## src/rtl/pipe_skid_stage.sv

```systemverilog
// Elastic valid/ready stage with a one-entry skid buffer feeding a flopenr (out_en drives its enable).
// Optional back-pressure statistics counter enabled by the PIPE_SKID_STATS_EN macro.
module pipe_skid_stage #(
  parameter int WIDTH = 8
) (
  input  logic             clk,
  input  logic             reset,
  input  logic             flush,
  input  logic             in_valid,
  output logic             in_ready,
  input  logic [WIDTH-1:0] in_data,
  output logic             out_valid,
  input  logic             out_ready,
  output logic [WIDTH-1:0] out_data,
  output logic             out_en,
  output logic [15:0]      stall_cnt
);

  localparam logic [1:0] EMPTY = 2'b00;
  localparam logic [1:0] ONE   = 2'b01;
  localparam logic [1:0] FULL  = 2'b10;

  logic [1:0]       state_r;
  logic [1:0]       state_nxt_s;
  logic [WIDTH-1:0] m_r;
  logic [WIDTH-1:0] s_r;
  logic [WIDTH-1:0] m_nxt_s;
  logic [WIDTH-1:0] s_nxt_s;
  logic             in_ready_r;
  logic             out_valid_r;
  logic             accept_s;
  logic             deliver_s;

  assign accept_s  = in_valid & in_ready_r;
  assign deliver_s = out_valid_r & out_ready;

  assign in_ready  = in_ready_r;
  assign out_valid = out_valid_r;
  assign out_data  = m_r;
  assign out_en    = deliver_s;

  // Next-state and data-load selection; flush empties the stage but leaves data registers untouched.
  always_comb begin
    state_nxt_s = state_r;
    m_nxt_s     = m_r;
    s_nxt_s     = s_r;
    if (flush) begin
      state_nxt_s = EMPTY;
    end else begin
      case (state_r)
        EMPTY: begin
          if (accept_s) begin
            m_nxt_s     = in_data;
            state_nxt_s = ONE;
          end else begin
            state_nxt_s = EMPTY;
          end
        end
        ONE: begin
          if (accept_s && deliver_s) begin
            m_nxt_s     = in_data;
            state_nxt_s = ONE;
          end else if (accept_s) begin
            s_nxt_s     = in_data;
            state_nxt_s = FULL;
          end else if (deliver_s) begin
            state_nxt_s = EMPTY;
          end else begin
            state_nxt_s = ONE;
          end
        end
        FULL: begin
          if (deliver_s) begin
            m_nxt_s     = s_r;
            state_nxt_s = ONE;
          end else begin
            state_nxt_s = FULL;
          end
        end
        default: begin
          state_nxt_s = EMPTY;
        end
      endcase
    end
  end

  // State, data and handshake flags; in_ready/out_valid are registered from the next state.
  always_ff @(posedge clk or negedge reset) begin
    if (!reset) begin
      state_r     <= EMPTY;
      m_r         <= {WIDTH{1'b0}};
      s_r         <= {WIDTH{1'b0}};
      in_ready_r  <= 1'b1;
      out_valid_r <= 1'b0;
    end else begin
      state_r     <= state_nxt_s;
      m_r         <= m_nxt_s;
      s_r         <= s_nxt_s;
      in_ready_r  <= (state_nxt_s != FULL);
      out_valid_r <= (state_nxt_s != EMPTY);
    end
  end

`ifdef PIPE_SKID_STATS_EN
  logic [15:0] stall_cnt_r;

  // Saturating count of cycles where a held beat is refused downstream; flush clears it.
  always_ff @(posedge clk or negedge reset) begin
    if (!reset) begin
      stall_cnt_r <= 16'h0000;
    end else if (flush) begin
      stall_cnt_r <= 16'h0000;
    end else if (out_valid_r && !out_ready && (stall_cnt_r != 16'hFFFF)) begin
      stall_cnt_r <= stall_cnt_r + 16'd1;
    end else begin
      stall_cnt_r <= stall_cnt_r;
    end
  end

  assign stall_cnt = stall_cnt_r;
`else
  assign stall_cnt = 16'h0000;
`endif

endmodule
```

## config.mk

```make
export PLATFORM = sky130hd
export DESIGN_NAME = pipe_skid_stage
export DESIGN_NICKNAME = d
export VERILOG_FILES = /design/src/rtl/pipe_skid_stage.sv
export SDC_FILE = /design/constraint.sdc
export NUM_CORES = 1
export LEC_CHECK = 0
export BUFFER_PORTS_ARGS = -buffer_cell sky130_fd_sc_hd__buf_2
export CORE_MARGIN = 2
export CORE_UTILIZATION = 30
export CTS_CLUSTER_SIZE = 24
export DETAILED_ROUTE_END_ITERATION = 6
export PLACE_DENSITY = 0.62
export SETUP_SLACK_MARGIN = 0.15
export SYNTH_ARGS = -nofsm -noshare
export SYNTH_HDL_FRONTEND = slang
export SYNTH_SLANG_ARGS = --single-unit
export TNS_END_PERCENT = 5
```

## constraint.sdc

```tcl
create_clock -name clk -period 3.2 [get_ports clk]
set_input_delay 0.32 -clock clk [delete_from_list [all_inputs] [get_ports clk]]
set_output_delay 0.32 -clock clk [all_outputs]
set_load 0.05 [all_outputs]
```

==> metrics <==
status finished, final reports clean; wire per inst 12.0 µm; Synth Register Bits 20; Avg Cell Area, Syn 11.5 µm²; dpl hpwl between 1000 and 1500 µm; Non-Filler Instances roughly 170; vias in the first global route between 700 and 800; worst slew pin tran 0.684 ns; ANT nets after route 0; Initial DRC Count 59; delay of the slowest cell on the worst path 0.58 ns; CP max stage cell or3_1; max-cap violation count 0; postcts setup bufs 0; asr flop ratio synth 100%; most frequent cell after synthesis dfrtp_1; vias per std cell 4.26; share of cells above drive strength 1 32.5%; Post-Place Worst Slack 1.27 ns; Post-CTS Hold Buffers 0; Post-Syn Area 1140 µm²; vias 715; Main synth FF type dfrtp_1; post-synth top area cell dfrtp_1; core area 3660 µm²; crit-path leading delay family simple AND/OR/NAND/NOR gates; First-pass DRT Iterations 4; Post-route DRC 0; Cell Pwr Density 702 nW/µm²; most instantiated cells after synthesis dfrtp_1, buf_4, nor2_1, a21oi_1; sequential-to-total area share from yosys stat approximately 44%; Finished Cell Area roughly 1200 µm²; crit end category flip-flop; FMAX 0.515 GHz; Critical Path AT 2.08 ns; # diodes 0; standard-cell rows 22; WS Path Type reg -> reg; Die Ht 65.6 µm; ratio of final minimum period to clock period 60.7%; initial core utilization 31.1%; Post-Synthesis Cells slightly below 100; cts repair resizes 0; Slew Limit Fails 0; top cell type's share of synthesized area 41.7%; max_slew headroom a little over half; CP startpoint kind flip-flop; Hold Crit Class in -> async; LEAKAGE 0.679 nW; Total GRT Usage between 10% and 20%; worst path cell trace nand2_1, inv_1, ha_1, or3_1, mux2_4; Clock Sinks 20; Final Hold Vio Count 0; Final nets 135; WP buf/inv 1; Synth warnings 0; CTS tree built; CTS Buf Count 3; clk_skew 0.00378 ns; clock transition at the registers of the reported paths 0.07 ns; top cells by area, synth dfrtp_1, buf_4, mux2_4, mux2i_1, a21oi_1; min Tclk post-route a little under 2 ns; number of synthesized flops with an enable pin 0; RSZ-0062 raised after global routing no; die width about 66 µm; drt total wl roughly 2000 µm; DP Cell Count 164; final setup TNS 0 ns; antenna violations before repair 0; Worst-Skew Late Latency 0.25 ns; Critical Path RT approximately 3.3 ns; global route total overflow 0; Final Setup Violations 0; Placer Congestion 0.838; Synth cell types 24; Die Area 4310 µm²; CTS root buffer clkbuf_8; H-tree depth 1; largest net degree at the start of global routing 21; Worst VDD drop between 0.15 and 0.2 mV; P&R area growth vs syn 9.66%; Final Core Density 34.1%; Setup WS post-layout 1.26 ns; Worst Path Max Fanout 8; Placement Cell Area 1200 µm²; # IOs 40; Clock Path Buffers 2; I/O Buffers 23; first-pass GRT wire length 3310 µm
[metal layers]
| metal | wire [µm] | track usage, % | up-vias |
|---|---|---|---|
| met5 | 0 | 0 | - |
| met4 | 27 | 5.47 | 0 |
| met3 | 109 | 1.54 | 2 |
| met2 | 945 | 16.3 | 23 |
| met1 | 929 | 12.9 | 344 |
| li1 | - | - | 346 |
[logic make-up (layout without fill, tap and decap cells)]
logic type,count (synthesis),in the layout,synth area share [%]
buf+inv,23,29,15.3
simple gates,22,22,12.1
flops,20,20,44.0
compound gates,16,16,9.66
mux,16,16,17.6
fa+ha+maj,1,1,1.10
other cells,1,16,0.329
[cells in the final DEF (no fill, tap or decap), types with 2 or more instances in the layout]
cell       n
buf_2     23
clkbuf_8   3
dfrtp_1   19
nor2_1    12
nand3b_4   2
a21oi_1   11
mux2i_1    8
inv_1      2
mux2_4     8
nand3b_1   3
conb_1    16
[final timing paths]
kind                                           from                       to  slack (ns)  cells past startpoint
worst max-delay path            out_valid$_DFF_PN0_       s_r[3]$_DFFE_PN0P_        1.26                      5
worst min-delay path                          reset  out_data[1]$_DFFE_PN0P_       0.002                      1
worst max register to register  out_valid$_DFF_PN0_       s_r[3]$_DFFE_PN0P_        1.26                      5
worst min register to register   s_r[2]$_DFFE_PN0P_       s_r[2]$_DFFE_PN0P_        0.52                      1
max in group asynchronous                     reset       in_ready$_DFF_PN1_        2.86                      1
min in group clk                         in_data[1]       s_r[1]$_DFFE_PN0P_        0.31                      2
[flip-flops by register name, summed over array words and instances, names as in the netlist]
register / flops
in_ready: 1
out_data: 8
out_valid: 1
s_r: 8
state_r: 2
[where the power goes]
| part | switching, mW | internal [mW] |
|---|---|---|
| clock network | 0.0774 | 0.0883 |
| registers | 0.0464 | 0.325 |
| logic | 0.226 | 0.115 |
[through the flow]
| step | power, mW | hold slack [ns] |
|---|---|---|
| global placement | 0.711 | 0.286 |
| finish | 0.878 | 0.00196 |
| global route | 0.930 | 0.0331 |
| floorplan | 0.664 | 0.0244 |
| CTS | 0.886 | 0.0229 |
| detailed placement | 0.717 | 0.298 |
[cell type report]
type	instances	area, µm²
Timing Repair Buffer	23	115
Multi-Input combinational cell	71	520
Tap cell	48	60.1
Inverter	2	7.51
Fill cell	394	2410
Sequential cell	20	502
Clock buffer	4	45.0
No activity file was read; power rests on OpenSTA's default activity.
